## src/rtl/alu_pipe_pkg.sv

```systemverilog
// rtl/alu_pipe_pkg.sv - opcode constants and flag bundle shared by the ALU pipeline
package alu_pipe_pkg;

    localparam int OP_W = 3;

    localparam logic [OP_W-1:0] OP_ADD   = 3'd0;
    localparam logic [OP_W-1:0] OP_SUB   = 3'd1;
    localparam logic [OP_W-1:0] OP_INC   = 3'd2;
    localparam logic [OP_W-1:0] OP_DEC   = 3'd3;
    localparam logic [OP_W-1:0] OP_CMP   = 3'd4;
    localparam logic [OP_W-1:0] OP_MIN   = 3'd5;
    localparam logic [OP_W-1:0] OP_MAX   = 3'd6;
    localparam logic [OP_W-1:0] OP_CSWAP = 3'd7;

    typedef struct packed {
        logic lt;
        logic eq;
        logic gt;
        logic carry;
        logic ovf;
        logic zero;
    } alu_flags_t;

endpackage

```

## src/rtl/alu_pipe_core.sv

```systemverilog
// rtl/alu_pipe_core.sv - combinational ALU for stage 2; ALU_SAT_EN selects saturating ADD/SUB/INC/DEC
module alu_pipe_core
    import alu_pipe_pkg::*;
#(
    parameter int DATA_W = 16,
    parameter int SIGNED = 0
) (
    input  logic [DATA_W-1:0] a,
    input  logic [DATA_W-1:0] b,
    input  logic [OP_W-1:0]   op,
    output logic [DATA_W-1:0] res,
    output logic [DATA_W-1:0] res_2,
    output alu_flags_t        flags
);

    localparam logic [DATA_W-1:0] ONE = {{(DATA_W-1){1'b0}}, 1'b1};

    logic              is_add;
    logic              is_sub;
    logic [DATA_W-1:0] rhs;
    logic [DATA_W:0]   sum;
    logic [DATA_W:0]   diff;
    logic [DATA_W:0]   arith;
    logic              ovf_raw;
    logic              lt;
    logic              eq;
    logic              gt;

    assign is_add = (op == OP_ADD) || (op == OP_INC);
    assign is_sub = (op == OP_SUB) || (op == OP_DEC);
    assign rhs    = ((op == OP_INC) || (op == OP_DEC)) ? ONE : b;
    assign sum    = {1'b0, a} + {1'b0, rhs};
    // Bit DATA_W of the widened difference is the unsigned borrow (a < rhs).
    assign diff   = {1'b0, a} - {1'b0, rhs};
    assign arith  = is_sub ? diff : sum;

    assign ovf_raw = (SIGNED != 0)
                   && ((is_add && (a[DATA_W-1] == rhs[DATA_W-1]))
                    || (is_sub && (a[DATA_W-1] != rhs[DATA_W-1])))
                   && (arith[DATA_W-1] != a[DATA_W-1]);

    assign eq = (a == b);
    assign lt = (SIGNED != 0) ? ($signed(a) < $signed(b)) : (a < b);
    assign gt = !lt && !eq;

`ifdef ALU_SAT_EN
    logic [DATA_W-1:0] sat_val;
    logic              sat_hit;

    // Signed overflow direction follows the sign of a; unsigned depends on add vs sub.
    assign sat_val = (SIGNED != 0)
                   ? (a[DATA_W-1] ? {1'b1, {(DATA_W-1){1'b0}}} : {1'b0, {(DATA_W-1){1'b1}}})
                   : (is_add ? {DATA_W{1'b1}} : {DATA_W{1'b0}});
    assign sat_hit = (SIGNED != 0) ? ovf_raw : arith[DATA_W];
`endif

    always_comb begin
        res   = '0;
        res_2 = '0;
        flags = '0;
        case (op)
            OP_ADD, OP_SUB, OP_INC, OP_DEC: begin
                res         = arith[DATA_W-1:0];
                flags.carry = arith[DATA_W];
                flags.ovf   = ovf_raw;
`ifdef ALU_SAT_EN
                if (sat_hit) res = sat_val;
`endif
            end
            OP_CMP: begin
                flags.lt = lt;
                flags.eq = eq;
                flags.gt = gt;
            end
            OP_MIN, OP_MAX, OP_CSWAP: begin
                flags.lt = lt;
                flags.eq = eq;
                flags.gt = gt;
                if (op == OP_MAX) res = lt ? b : a;
                else              res = gt ? b : a;
                if (op == OP_CSWAP) res_2 = lt ? b : a;
            end
            default: res = '0;
        endcase
        flags.zero = (res == '0);
    end

endmodule

```

## src/rtl/alu_pipe.sv

```systemverilog
// rtl/alu_pipe.sv - two-stage valid/ready ALU pipeline; ALU_SAT_EN (in core) enables saturation
module alu_pipe
    import alu_pipe_pkg::*;
#(
    parameter int DATA_W = 16,
    parameter int SIGNED = 0
) (
    input  logic              clk,
    input  logic              rst,
    input  logic              in_valid,
    output logic              in_ready,
    input  logic [DATA_W-1:0] in_a,
    input  logic [DATA_W-1:0] in_b,
    input  logic [OP_W-1:0]   op_sel,
    output logic              out_valid,
    input  logic              out_ready,
    output logic [DATA_W-1:0] out_data,
    output logic [DATA_W-1:0] out_data_2,
    output logic              a_lt_b,
    output logic              a_eq_b,
    output logic              a_gt_b,
    output logic              carry,
    output logic              ovf,
    output logic              zero
);

    logic              s1_valid;
    logic [DATA_W-1:0] s1_a;
    logic [DATA_W-1:0] s1_b;
    logic [OP_W-1:0]   s1_op;
    logic              en1;
    logic              en2;
    logic [DATA_W-1:0] core_res;
    logic [DATA_W-1:0] core_res_2;
    alu_flags_t        core_flags;
    alu_flags_t        out_flags;

    assign en2      = !out_valid || out_ready;
    assign en1      = !s1_valid || en2;
    assign in_ready = en1;

    alu_pipe_core #(
        .DATA_W (DATA_W),
        .SIGNED (SIGNED)
    ) u_core (
        .a     (s1_a),
        .b     (s1_b),
        .op    (s1_op),
        .res   (core_res),
        .res_2 (core_res_2),
        .flags (core_flags)
    );

    always_ff @(posedge clk or posedge rst) begin
        if (rst) begin
            s1_valid   <= 1'b0;
            s1_a       <= '0;
            s1_b       <= '0;
            s1_op      <= '0;
            out_valid  <= 1'b0;
            out_data   <= '0;
            out_data_2 <= '0;
            out_flags  <= '0;
        end else begin
            if (en1) begin
                s1_valid <= in_valid;
                if (in_valid) begin
                    s1_a  <= in_a;
                    s1_b  <= in_b;
                    s1_op <= op_sel;
                end
            end
            // Output registers only move when the consumer can take a new result.
            if (en2) begin
                out_valid <= s1_valid;
                if (s1_valid) begin
                    out_data   <= core_res;
                    out_data_2 <= core_res_2;
                    out_flags  <= core_flags;
                end
            end
        end
    end

    assign a_lt_b = out_flags.lt;
    assign a_eq_b = out_flags.eq;
    assign a_gt_b = out_flags.gt;
    assign carry  = out_flags.carry;
    assign ovf    = out_flags.ovf;
    assign zero   = out_flags.zero;

endmodule
```

## config.mk

```make
export PLATFORM = sky130hd
export DESIGN_NAME = alu_pipe
export DESIGN_NICKNAME = d
export VERILOG_FILES = /design/src/rtl/alu_pipe_pkg.sv /design/src/rtl/alu_pipe_core.sv /design/src/rtl/alu_pipe.sv
export SDC_FILE = /design/constraint.sdc
export NUM_CORES = 1
export LEC_CHECK = 0
export BUFFER_PORTS_ARGS = -buffer_cell sky130_fd_sc_hd__buf_2
export CAP_MARGIN = 20
export CORE_AREA = 2 2 110 112
export CTS_BUF_LIST = sky130_fd_sc_hd__clkbuf_2
export DETAILED_ROUTE_END_ITERATION = 6
export DIE_AREA = 0 0 112 114
export PLACE_DENSITY_LB_ADDON = 0.3
export SYNTH_ARGS = -nofsm -noshare
export SYNTH_HDL_FRONTEND = slang
export SYNTH_HIERARCHICAL = 1
export SYNTH_SLANG_ARGS = --single-unit
```

## constraint.sdc

```tcl
create_clock -name clk -period 3.8 [get_ports clk]
set_input_delay 0.76 -clock clk [delete_from_list [all_inputs] [get_ports clk]]
set_output_delay 0.76 -clock clk [all_outputs]
set_load 0.1 [all_outputs]
```

==> metrics.md, run 1 <==
| Metric | Value |
|---|---|
| Psw | 0.00238 W |
| Root buffer cell | clkbuf_2 |
| Routed WL | 15800 µm |
| Pin count of the biggest net entering global routing | 40 |
| Pint | 0.00232 W |
| GRT Util Overall | 25.5% |
| Worst skew pair latency | 600 ps |
| Sequential share of power | 22.9% |
| Status | finished, violations left |
| CP required | 4340 ps |
| Residual DRC | 0 |
| Hold Vio Cnt, Final | 0 |
| Worst setup margin | -248 ps |
| Synth Area in Simple Gates | 14.0% |
| Max FO, Critical Path | 4 |
| GP Congestion | 0.894 |
| Fillers | 1070 |
| Setup violations, final | 1 |
| Die Width | 112 µm |
| Clock buffer count from CTS | 9 |
| Cell Rows | 40 |
| LEAKAGE | 3.32 nW |
| Post-Synthesis Mean Instance Area | 10.1 µm² |
| Diode count | 0 |
| Iter 0 DRT Violations | 293 |
| Sw Share | 50.7% |
| Max_cap viols | 0 |
| Post-Syn Area | 5290 µm² |
| CTS Buffer Depth | 2 |
| Multi-input gate area | 3330 µm² |
| Unique cell type count in the Yosys netlist | 69 |
| Syn nets | 593 |
| Synth Register Bits | 75 |
| Setup CP Type | flip-flop to flip-flop |
| Achievable Freq | 247 MHz |
| Post-layout util | 58.2% |
| Post-synthesis mux area share | 20.6% |
| Post-synthesis xor/xnor area fraction | 2.32% |
| Final layout net count | 771 |
| Failing checks | negative setup slack |
| Min Clock Period, post-route | 4050 ps |
| First-pass GRT wire length | 25100 µm |
| DR vias | 4747 |
| Largest family of logic cells by synthesized area | multiplexers |
| CP endpoint kind | flip-flop |
| Wire per inst | 18.5 µm |
| Die Y | 114 µm |
| Initial Util | 45.1% |
| Commonest non-fill, non-tap cell in the layout | buf_4 |
| Grt ovf | 0 |
| Tightest Hold Check Type | input pin to asynchronous set/reset pin |
| CORE AREA | 11700 µm² |
| Rel. slew slack | 45.0% |
| Cts hold-fix bufs | 0 |
| Max-slew violations | 0 |
| Tot Pwr | 0.00470 W |
| Post-Syn Instances | 521 |
| Dpl ws | -322 ps |
| Synth Area in Compound Gates | 15.1% |
| Clock skew | 33.0 ps |
| Setup_tns | -248 ps |
| # clock sinks | 75 |
| Synth top area share | 35.5% |
| Adder-Cell Fraction of Synth Area | 7.95% |
| Clock share of power | 9.4% |
| Commonest cells after routing, fill and taps aside | 110 x buf_4, 78 x buf_2, 75 x dfrtp_1, 59 x mux2_2, 34 x nor2_1 |
| Ys async rst share | 100% |
| H-Tree Depth | 3 |
| TritonCTS clock tree | built |
| Top cells by area, synth | dfrtp_1 36%, mux2_2 13%, ha_1 7.6%, mux2_4 5.7%, a21oi_1 3.5% |
| PwrDens | 689 nW/µm² |
| Number of routed nets with antenna violations | 0 |
| Vias/cell | 5.58 |
| Initial DRT Pass Iterations | 5 |
| Reg clk slew, reported paths | 210 ps |
| I/O Buffers | 78 |
| Critical Path AT | 4590 ps |
| Logic pwr share | 67.8% |
| Post-synthesis sequential area ratio | 35.5% |
| Worst slew pin tran | 823 ps |
| Cell taking the most area after synthesis | dfrtp_1 |
| FF/Latch Area | 1880 µm² |
| Detailed placer's ending HPWL | 12700 µm |
| VDD IR-drop max | 0.943 mV |
| Layout overhead on the synthesized area | 29.0% |
| Unrepaired setup endpoints after global routing | yes |
| IO Count | 79 |
| Initial antenna violation count | 0 |
| Nature of the critical path startpoint | flip-flop |
| Period utilization | 107% |
| Post-synth EDFFs | 0 |
| Die area | 12800 µm² |
| Vias in the first global route | 4634 |
| YS warnings | 6 |
| Synth Flop Type | dfrtp_1 |
| Share of post-route cells with drive strength above 1 | 45.9% |
[worst max-delay path, stage by stage (launching register included)]
cell,delay [ps]
dfrtp_1,440
nor2_2,130
nand3_2,90
or3_4,370
a21oi_2,160
a2bb2oi_2,230
ha_4,250
a2111oi_4,390
a21oi_2,110
a31oi_1,220
xnor2_1,80
o211a_2,250
or4_1,510
or4_4,430
nor4_2,150
mux2_4,180
[state kept, by name (all words and copies together) (netlist names), 3 cells and up]
register,flops
out_data,16
s1_op,3
s1_a,16
s1_b,16
out_data_2,16
[cell usage after synthesis, drive strengths merged, types with 2 or more instances]
master	count
mux2	81
dfrtp	75
a21oi	38
nor2	38
o21ai	35
ha	32
nand2	27
inv	23
buf	17
nor3	12
nor2b	11
mux2i	10
nand3	9
xnor2	9
o211ai	8
nor4	7
nand2b	6
a21o	5
clkbuf	5
nand4	5
o2111ai	5
xor2	5
a31oi	4
and2	4
o21a	4
or3	4
a211oi	3
a221oi	3
a311oi	3
and3	3
or4	3
a22oi	2
nand3b	2
o211a	2
o221ai	2
or2	2
[worst paths after layout]
kind                        startpoint           to  slack [ps]  depth (start not counted)
hold reg to reg            out_data[7]  out_data[7]         530                          1
min in group clk              in_a[12]     s1_a[12]         370                          2
hold / removal                     rst        carry         280                          2
setup / recovery               s1_b[1]         zero        -250                         15
max in group asynchronous          rst      s1_a[0]        2590                          3
setup reg to reg               s1_b[1]         zero        -250                         15
[power groups by stage]
stage	registers, W	logic, W	clock network (W)
6_report	0.00107	0.00318	0.000440
5_1_grt	0.00110	0.00339	0.000488
2_1_floorplan	0.00199	0.00128	0
4_1_cts	0.00108	0.00313	0.000462
3_3_place_gp	0.00108	0.00304	0
3_5_place_dp	0.00109	0.00308	0
[layout make-up]
class / instances / area share, %
Multi-Input combinational cell: 401 / 48.9
Inverter: 23 / 1.27
Clock buffer: 13 / 0.954
Sequential cell: 75 / 27.5
Tap cell: 147 / 2.70
Clock inverter: 3 / 0.569
Timing Repair Buffer: 189 / 18.1
[through the flow]
stage,hold WS [ps],area [µm²],std cells
after floorplan,457,5360,521
after global placement,482,6580,831
after detailed placement,491,6580,831
after CTS,278,6750,849
after global routing,310,6820,851
final,282,6820,851
[what timing repair did]
| item | in CTS | in global routing |
|---|---|---|
| buffers inserted | 2 | 1 |
| resized for setup | 14 | 13 |
| endpoints found under the setup margin | 4 | 6 |
| pin swaps | 8 | 6 |
| gates cloned | 0 | 0 |
| endpoints found under the hold margin | 0 | 0 |
[kinds of logic (layout without fill, tap and decap cells)]
family | count (synthesis) | in the layout
AOI/OAI and AO/OA | 124 | 124
xor gates and xnor gates | 14 | 14
adders and majority gates | 33 | 33
buffers and inverters | 45 | 228
DFF | 75 | 75
muxes | 91 | 91
other | 1 | 1
and+or+nand+nor | 138 | 138
[per-layer routing]
| metal | global-route usage [%] | wire length (µm) | vias up |
|---|---|---|---|
| met1 | 35.8 | 7420 | 2317 |
| met5 | 0 | 0 | - |
| li1 | - | - | 2271 |
| met4 | 8.54 | 286 | 0 |
| met3 | 3.35 | 699 | 21 |
| met2 | 40.9 | 7370 | 138 |
(Power assumes the default switching activity.)
==> run 2: changes to the inputs <==
--- a/config.mk
+++ b/config.mk
@@ -5,12 +5,11 @@
 export SDC_FILE = /design/constraint.sdc
 export NUM_CORES = 1
 export LEC_CHECK = 0
-export BUFFER_PORTS_ARGS = -buffer_cell sky130_fd_sc_hd__buf_2
-export CAP_MARGIN = 20
-export CORE_AREA = 2 2 110 112
+export BUFFER_PORTS_ARGS = -buffer_cell sky130_fd_sc_hd__clkbuf_2
+export CORE_AREA = 2 2 130 94
 export CTS_BUF_LIST = sky130_fd_sc_hd__clkbuf_2
 export DETAILED_ROUTE_END_ITERATION = 6
-export DIE_AREA = 0 0 112 114
+export DIE_AREA = 0 0 132 96
 export PLACE_DENSITY_LB_ADDON = 0.3
 export SYNTH_ARGS = -nofsm -noshare
 export SYNTH_HDL_FRONTEND = slang
==> run 2 against run 1 <==
Compared with the run above: the run still ends with negative setup slack left; die area down 0.75%; flip-flop and latch count unchanged; design area up 1.3%; via count about the same; clock skew up 5.1 ps; first-iteration DRC count up 15%; utilization up 2.2 points; fmax down 0.84%; clock power up 45%; sequential power about the same.
==> metrics.md, run 2 (synthesis gave the netlist of run 1 again) <==
| Metric | Value |
|---|---|
| Vias in the first global route | 4584 (was 4634) |
| Worst slew pin tran | 1150 ps (was 823 ps) |
| Residual DRC | 0 (unchanged) |
| Worst hold start | in_a[6] |
| H-Tree Depth | 3 (unchanged) |
| Die area | 12700 µm² (was 12800 µm²) |
| Pin count of the biggest net entering global routing | 76 (was 40) |
| Worst setup margin | -282 ps (was -248 ps) |
| Number of routed nets with antenna violations | 0 (unchanged) |
| Hold path depth | 2 |
| Initial DRT Pass Iterations | 5 (unchanged) |
| Clock skew | 38.1 ps (was 33.0 ps) |
| Die Width | 132 µm (was 112 µm) |
| Iter 0 DRT Violations | 338 (was 293) |
| Reg2Reg Capture Point | zero (unchanged) |
| Failing checks | negative setup slack (unchanged) |
| Post-layout util | 60.4% (was 58.2%) |
| Tightest Hold Check Type | input pin to flip-flop (was input pin to asynchronous set/reset pin) |
| Initial antenna violation count | 0 (unchanged) |
| DR vias | 4745 (was 4747) |
| CTS Buffer Depth | 2 (unchanged) |
| Status | finished, violations left (unchanged) |
| Setup CP Type | flip-flop to flip-flop (unchanged) |
| Logic pwr share | 65.4% (was 67.8%) |
| Share of post-route cells with drive strength above 1 | 46.1% (was 45.9%) |
| GP Congestion | 0.978 (was 0.894) |
| Min Clock Period, post-route | 4080 ps (was 4050 ps) |
| First-pass GRT wire length | 24900 µm (was 25100 µm) |
| Cell Chain, Critical Path | buf_4 -> nor2b_4 -> nor2_4 -> a31oi_1 -> and2_1 -> inv_1 -> ha_1 -> nor2b_1 -> o2111ai_1 -> a21oi_1 -> o21ai_0 -> nor4b_1 -> a311oi_1 -> o21a_1 -> or4_1 -> or4_4 -> nor4_4 -> mux2_4 (was nor2_2 -> nand3_2 -> or3_4 -> a21oi_2 -> a2bb2oi_2 -> ha_4 -> a2111oi_4 -> a21oi_2 -> a31oi_1 -> xnor2_1 -> o211a_2 -> or4_1 -> or4_4 -> nor4_2 -> mux2_4) |
| Achievable Freq | 245 MHz (was 247 MHz) |
| Hold Vio Cnt, Final | 0 (unchanged) |
| Setup violations, final | 1 (unchanged) |
| Critical Path AT | 4580 ps (was 4590 ps) |
| Unrepaired setup endpoints after global routing | yes (unchanged) |
| CP endpoint kind | flip-flop (unchanged) |
| Worst skew pair latency | 550 ps (was 600 ps) |
| RR Startpoint | s1_op[2] (was s1_b[1]) |
| Layout overhead on the synthesized area | 30.7% (was 29.0%) |
| Final layout net count | 765 (was 771) |
| Root buffer cell | clkbuf_2 (unchanged) |
| Rel. slew slack | 23.0% (was 45.0%) |
| Clock share of power | 12.8% (was 9.4%) |
| Clock buffer count from CTS | 9 (unchanged) |
| Sequential share of power | 21.8% (was 22.9%) |
| Detailed placer's ending HPWL | 12300 µm (was 12700 µm) |
| Sw Share | 49.4% (was 50.7%) |
| Buf+Inv Stages, Crit Path | 2 (was 0) |
| IO Count | 79 (unchanged) |
| Diode count | 0 (unchanged) |
| TritonCTS clock tree | built (unchanged) |
| Max_cap viols | 0 (unchanged) |
| Initial Util | 46.2% (was 45.1%) |
| Max stage delay cell, worst path | or4_1 (unchanged) |
| Commonest non-fill, non-tap cell in the layout | buf_4 (unchanged) |
| Flop-to-flop setup slack | -280 ps (was -250 ps) |
| Pint | 0.00252 W (was 0.00232 W) |
| Psw | 0.00246 W (was 0.00238 W) |
| Family with the most delay on the worst path | simple AND/OR/NAND/NOR gates (unchanged) |
| Max-slew violations | 0 (unchanged) |
| Worst r2r path cells | 18 (was 15) |
| Commonest cells after routing, fill and taps aside | 104 x buf_4, 88 x clkbuf_2, 75 x dfrtp_1, 58 x mux2_2, 35 x a21oi_1 (was 110 x buf_4, 78 x buf_2, 75 x dfrtp_1, 59 x mux2_2, 34 x nor2_1) |
| Die Y | 96 µm (was 114 µm) |
| Max stage delay on crit path | 480 ps (was 510 ps) |
| Nature of the critical path startpoint | flip-flop (unchanged) |
| PwrDens | 721 nW/µm² (was 689 nW/µm²) |
| GRT Util Overall | 25.4% (was 25.5%) |
| Setup_tns | -282 ps (was -248 ps) |
| Cell Rows | 33 (was 40) |
| Worst hold endpoint | s1_a[6] |
| Max FO, Critical Path | 8 (was 4) |
| I/O Buffers | 78 (unchanged) |
| Wire per inst | 18.4 µm (was 18.5 µm) |
| Cts hold-fix bufs | 0 (unchanged) |
| # clock sinks | 75 (unchanged) |
| Reg clk slew, reported paths | 230 ps (was 210 ps) |
| VDD IR-drop max | 0.538 mV (was 0.943 mV) |
| Grt ovf | 0 (unchanged) |
| Period utilization | 107% (about the same) |
| CP required | 4300 ps (was 4340 ps) |
| Hold_ws | 410 ps (was 282 ps) |
| LEAKAGE | 3.33 nW (was 3.32 nW) |
| Vias/cell | 5.55 (was 5.58) |
| Routed WL | 15700 µm (was 15800 µm) |
| CORE AREA | 11400 µm² (was 11700 µm²) |
[run 2: layout make-up]
| cell class | instances | area [µm²] |
|---|---|---|
| Inverter | 23 | 86.3 |
| Sequential cell | 75 | 1880 |
| Fill cell | 984 | 4530 |
| Tap cell | 157 | 196 |
| Timing Repair Buffer | 183 | 1180 |
| Clock inverter | 6 | 128 |
| Multi-Input combinational cell | 401 | 3390 |
| Clock buffer | 10 | 50.0 |
[run 2: through the flow]
stage | worst slack [ps] | power, W | instances | instance area, µm²
floorplan | -136 | 0.00326 | 521 | 5360
global placement | -159 | 0.00409 | 832 | 6520
detailed placement | -273 | 0.00414 | 832 | 6520
CTS | -208 | 0.00482 | 851 | 6750
global route | -455 | 0.00523 | 855 | 6910
finish | -282 | 0.00498 | 855 | 6910
[run 2: what timing repair did]
action,in CTS,in global routing
pin swaps,5,14
gates resized for setup,12,26
setup buffers,3,4
setup endpoints to repair,5,7
[run 2: worst max-delay path by stage]
stage	start	to	slack, ps	depth (start not counted)
floorplan	s1_op[2]	zero	-140	19
global placement	s1_b[1]	zero	-160	20
detailed placement	s1_b[1]	zero	-270	17
CTS	s1_b[0]	zero	-210	17
global route	s1_b[0]	zero	-450	18
finish	s1_op[2]	zero	-280	18
[run 2: per-layer routing]
layer / vias to the layer above / wire, µm / GRT usage [%] / part of all wire, %
li1: 2263 / - / - / -
met3: 18 / 1330 / 6.16 / 8.5
met2: 203 / 6170 / 35.6 / 39
met1: 2261 / 8030 / 38.8 / 51
met4: 0 / 184 / 6.52 / 1.2
met5: - / 0 / 0 / 0
[run 2: power by group through the flow]
stage | registers, W | logic, W | clock network [W]
6_report | 0.00109 | 0.00326 | 0.000636
5_1_grt | 0.00111 | 0.00344 | 0.000680
4_1_cts | 0.00109 | 0.00308 | 0.000651
3_3_place_gp | 0.00109 | 0.00300 | 0
3_5_place_dp | 0.00110 | 0.00303 | 0
2_1_floorplan | 0.00199 | 0.00128 | 0
==> run 3: changes to the inputs <==
--- a/config.mk
+++ b/config.mk
@@ -6,12 +6,11 @@
 export NUM_CORES = 1
 export LEC_CHECK = 0
 export BUFFER_PORTS_ARGS = -buffer_cell sky130_fd_sc_hd__clkbuf_2
-export CORE_AREA = 2 2 130 94
+export CORE_AREA = 2 2 125 90
 export CTS_BUF_LIST = sky130_fd_sc_hd__clkbuf_2
 export DETAILED_ROUTE_END_ITERATION = 6
-export DIE_AREA = 0 0 132 96
+export DIE_AREA = 0 0 127 92
 export PLACE_DENSITY_LB_ADDON = 0.3
 export SYNTH_ARGS = -nofsm -noshare
 export SYNTH_HDL_FRONTEND = slang
-export SYNTH_HIERARCHICAL = 1
 export SYNTH_SLANG_ARGS = --single-unit
==> run 3 against run 2 <==
Compared with the run above: the flow still finishes with violations (negative setup slack); clock power shrank 20%; global-route usage is 0.98 points lower; sequential share of layout area increased by 3.2 points; critical path depth down 2; flip-flop and latch count fell by 1; die area decreased by 7.8%; largest cell class unchanged; largest power group unchanged.
==> metrics.md, run 3 <==
| Metric | Value |
|---|---|
| CTS Buffer Depth | 2 (unchanged) |
| GRT Util Overall | 24.4% (was 25.4%) |
| Layout overhead on the synthesized area | 26.4% (was 30.7%) |
| Post-synthesis sequential area ratio | 38.4% (was 35.5%) |
| CP endpoint kind | flip-flop (unchanged) |
| Synth top area share | 38.4% (was 35.5%) |
| I/O Buffers | 77 (was 78) |
| Clock skew | 30.4 ps (was 38.1 ps) |
| TritonCTS clock tree | built (unchanged) |
| First-pass GRT wire length | 22100 µm (was 24900 µm) |
| Hold_ws | 347 ps (was 410 ps) |
| Pin count of the biggest net entering global routing | 45 (was 76) |
| Min Clock Period, post-route | 3870 ps (was 4080 ps) |
| DR vias | 4446 (was 4745) |
| Initial Util | 45.3% (was 46.2%) |
| Failing checks | negative setup slack (unchanged) |
| Tightest Hold Check Type | input pin to asynchronous set/reset pin (was input pin to flip-flop) |
| VDD IR-drop max | 0.444 mV (was 0.538 mV) |
| Post-synth EDFFs | 0 (unchanged) |
| Worst r2r path cells | 16 (was 18) |
| Worst setup margin | -69.1 ps (was -282 ps) |
| PwrDens | 713 nW/µm² (was 721 nW/µm²) |
| Final layout net count | 712 (was 765) |
| Post-Syn Area | 4830 µm² (was 5290 µm²) |
| H-Tree Depth | 3 (unchanged) |
| Iter 0 DRT Violations | 414 (was 338) |
| Routed WL | 14000 µm (was 15700 µm) |
| CP Capture Point | out_data[15] (was zero) |
| Status | finished, violations left (unchanged) |
| Post-layout util | 57.3% (was 60.4%) |
| Cell taking the most area after synthesis | dfrtp_1 (unchanged) |
| Synth Register Bits | 74 (was 75) |
| Commonest non-fill, non-tap cell in the layout | clkbuf_2 (was buf_4) |
| Unrepaired setup endpoints after global routing | yes (unchanged) |
| Final cell count without fillers | 781 (was 855) |
| Most common cell in the netlist | nand2_1 (was dfrtp_1) |
| LEAKAGE | 2.99 nW (was 3.33 nW) |
| Die Y | 92 µm (was 96 µm) |
| Setup violations, final | 4 (was 1) |
| # clock sinks | 74 (was 75) |
| CORE AREA | 10700 µm² (was 11400 µm²) |
| Die Width | 127 µm (was 132 µm) |
| Post-Syn Instances | 512 (was 521) |
| Syn nets | 584 (was 593) |
| Hold Vio Cnt, Final | 0 (unchanged) |
| Top cells by area, synth | dfrtp_1 38%, mux2_2 8.6%, ha_1 8.3%, nand2_1 6.1%, mux2i_1 4.6% (was dfrtp_1 36%, mux2_2 13%, ha_1 7.6%, mux2_4 5.7%, a21oi_1 3.5%) |
| Grt ovf | 0 (unchanged) |
| Synth Flop Type | dfrtp_1 (unchanged) |
| Die area | 11700 µm² (was 12700 µm²) |
| Max FO, Critical Path | 3 (was 8) |
| Max_cap viols | 0 (unchanged) |
| Cell Rows | 32 (was 33) |
| Setup_tns | -200 ps (was -282 ps) |
| Vias in the first global route | 4205 (was 4584) |
| Achievable Freq | 258 MHz (was 245 MHz) |
| Diode count | 0 (unchanged) |
| Share of post-route cells with drive strength above 1 | 36.7% (was 46.1%) |
| Critical Path AT | 4310 ps (was 4580 ps) |
| Top post-synthesis cells by count | 78 x nand2_1, 74 x dfrtp_1, 41 x o21ai_0 (was 75 x dfrtp_1, 60 x mux2_2, 38 x nor2_1) |
| Max-slew violations | 0 (unchanged) |
| Number of routed nets with antenna violations | 0 (unchanged) |
| Detailed placer's ending HPWL | 10800 µm (was 12300 µm) |
| CP required | 4240 ps (was 4300 ps) |
| GP Congestion | 0.952 (was 0.978) |
| Root buffer cell | clkbuf_2 (unchanged) |
| Setup CP Type | flip-flop to flip-flop (unchanged) |
| Worst Setup SP | s1_b[1] (was s1_op[2]) |
| Placed Cells | 756 (was 832) |
| Dpl ws | -128 ps (was -273 ps) |
| Rel. slew slack | 41.5% (was 23.0%) |
| Initial antenna violation count | 0 (unchanged) |
| Wire per inst | 17.9 µm (was 18.4 µm) |
| Worst slew pin tran | 877 ps (was 1150 ps) |
| Period utilization | 102% (was 107%) |
| Reg2Reg Capture Point | out_data[15] (was zero) |
| Clock buffer count from CTS | 9 (unchanged) |
| Unique cell type count in the Yosys netlist | 62 (was 69) |
| Commonest cells after routing, fill and taps aside | 89 x clkbuf_2, 76 x nand2_1, 73 x dfrtp_1, 60 x buf_4 (was 104 x buf_4, 88 x clkbuf_2, 75 x dfrtp_1, 58 x mux2_2, 35 x a21oi_1) |
| RR Startpoint | s1_b[1] (was s1_op[2]) |
| Cts hold-fix bufs | 0 (unchanged) |
| Vias/cell | 5.69 (was 5.55) |
| Flop-to-flop setup slack | -70 ps (was -280 ps) |
| Ys async rst share | 100% (unchanged) |
| Nature of the critical path startpoint | flip-flop (unchanged) |
| Reg clk slew, reported paths | 220 ps (was 230 ps) |
| Worst skew pair latency | 540 ps (was 550 ps) |
| IO Count | 79 (unchanged) |
| Post-Synthesis Mean Instance Area | 9.43 µm² (was 10.1 µm²) |
| Initial DRT Pass Iterations | 7 (was 5) |
| YS warnings | 0 (was 6) |
| Residual DRC | 0 (unchanged) |
==> run 3: final cells by class <==
cell class                      instances  area [µm²]
Tap cell                              136         170
Multi-Input combinational cell        393        3010
Clock inverter                          4        76.3
Inverter                               25        93.8
Clock buffer                           12        60.1
Timing Repair Buffer                  137         836
Sequential cell                        74        1850
Fill cell                            1000        4550
==> run 3: worst max-delay path: stages, from the launching register on <==
cell and delay, ps:
dfrtp_1 420, or3_4 400, nor2_4 130, nand2_4 80, nor3_4 190, nand2_2 120, nor4_4 300, buf_4 170
nand3_4 80, a311o_1 410, ha_4 190, o41ai_4 400, o21ai_2 110, xnor2_1 200, nor2_1 70, a31o_2 240
mux2_4 260
==> run 3: cells by family (layout without fill, tap and decap cells) <==
group,after synthesis,count (layout),share of synthesized area (%)
AND/OR/NAND/NOR,158,158,15.2
AO/OA/AOI/OAI,127,127,18.0
flip-flops,74,74,38.4
multiplexers,59,59,13.2
buffers and inverters,45,178,3.81
adder cells (fa/ha/maj),33,33,8.71
XOR/XNOR,15,15,2.72
other,1,1,0.0777
==> run 3: how the worst min path moves through the flow <==
stage,end,from,slack (ps)
2_1_floorplan,out_valid,s1_valid,470
6_report,s1_valid,rst,350
4_1_cts,s1_valid,rst,350
3_3_place_gp,a_gt_b,a_gt_b,450
5_1_grt,s1_valid,in_valid,370
3_5_place_dp,out_data[2],out_data[2],460
==> run 3: routing by layer <==
metal  routed length (µm)  track usage, %  up-vias  part of all wire (%)
met5                    0               0        -                     0
met4                  118            4.21        0                  0.84
met3                 1150            5.19       19                   8.2
met2                 5760            34.6      185                    41
met1                 6990            38.5     2141                    50
li1                     -               -     2101                     -
==> run 3: repair_timing <==
item                                    4_1_cts  5_1_grt
hold endpoints to repair                      0        0
pin swaps                                    11       31
buffers inserted                              0        9
endpoints found under the setup margin        4        4
gates resized for setup                      15       27
==> run 3: through the flow <==
step           cell area [µm²]  total power (W)
4_1_cts                   5940          0.00422
5_1_grt                   6100          0.00459
6_report                  6100          0.00435
3_3_place_gp              5710          0.00360
3_5_place_dp              5710          0.00365
2_1_floorplan             4860          0.00300
==> run 3: report_power, final <==
part	switching [W]	total (W)	internal, W
Combinational	0.00185	0.00274	0.000897
Sequential	0.000144	0.00110	0.000951
Clock	0.000284	0.000511	0.000227
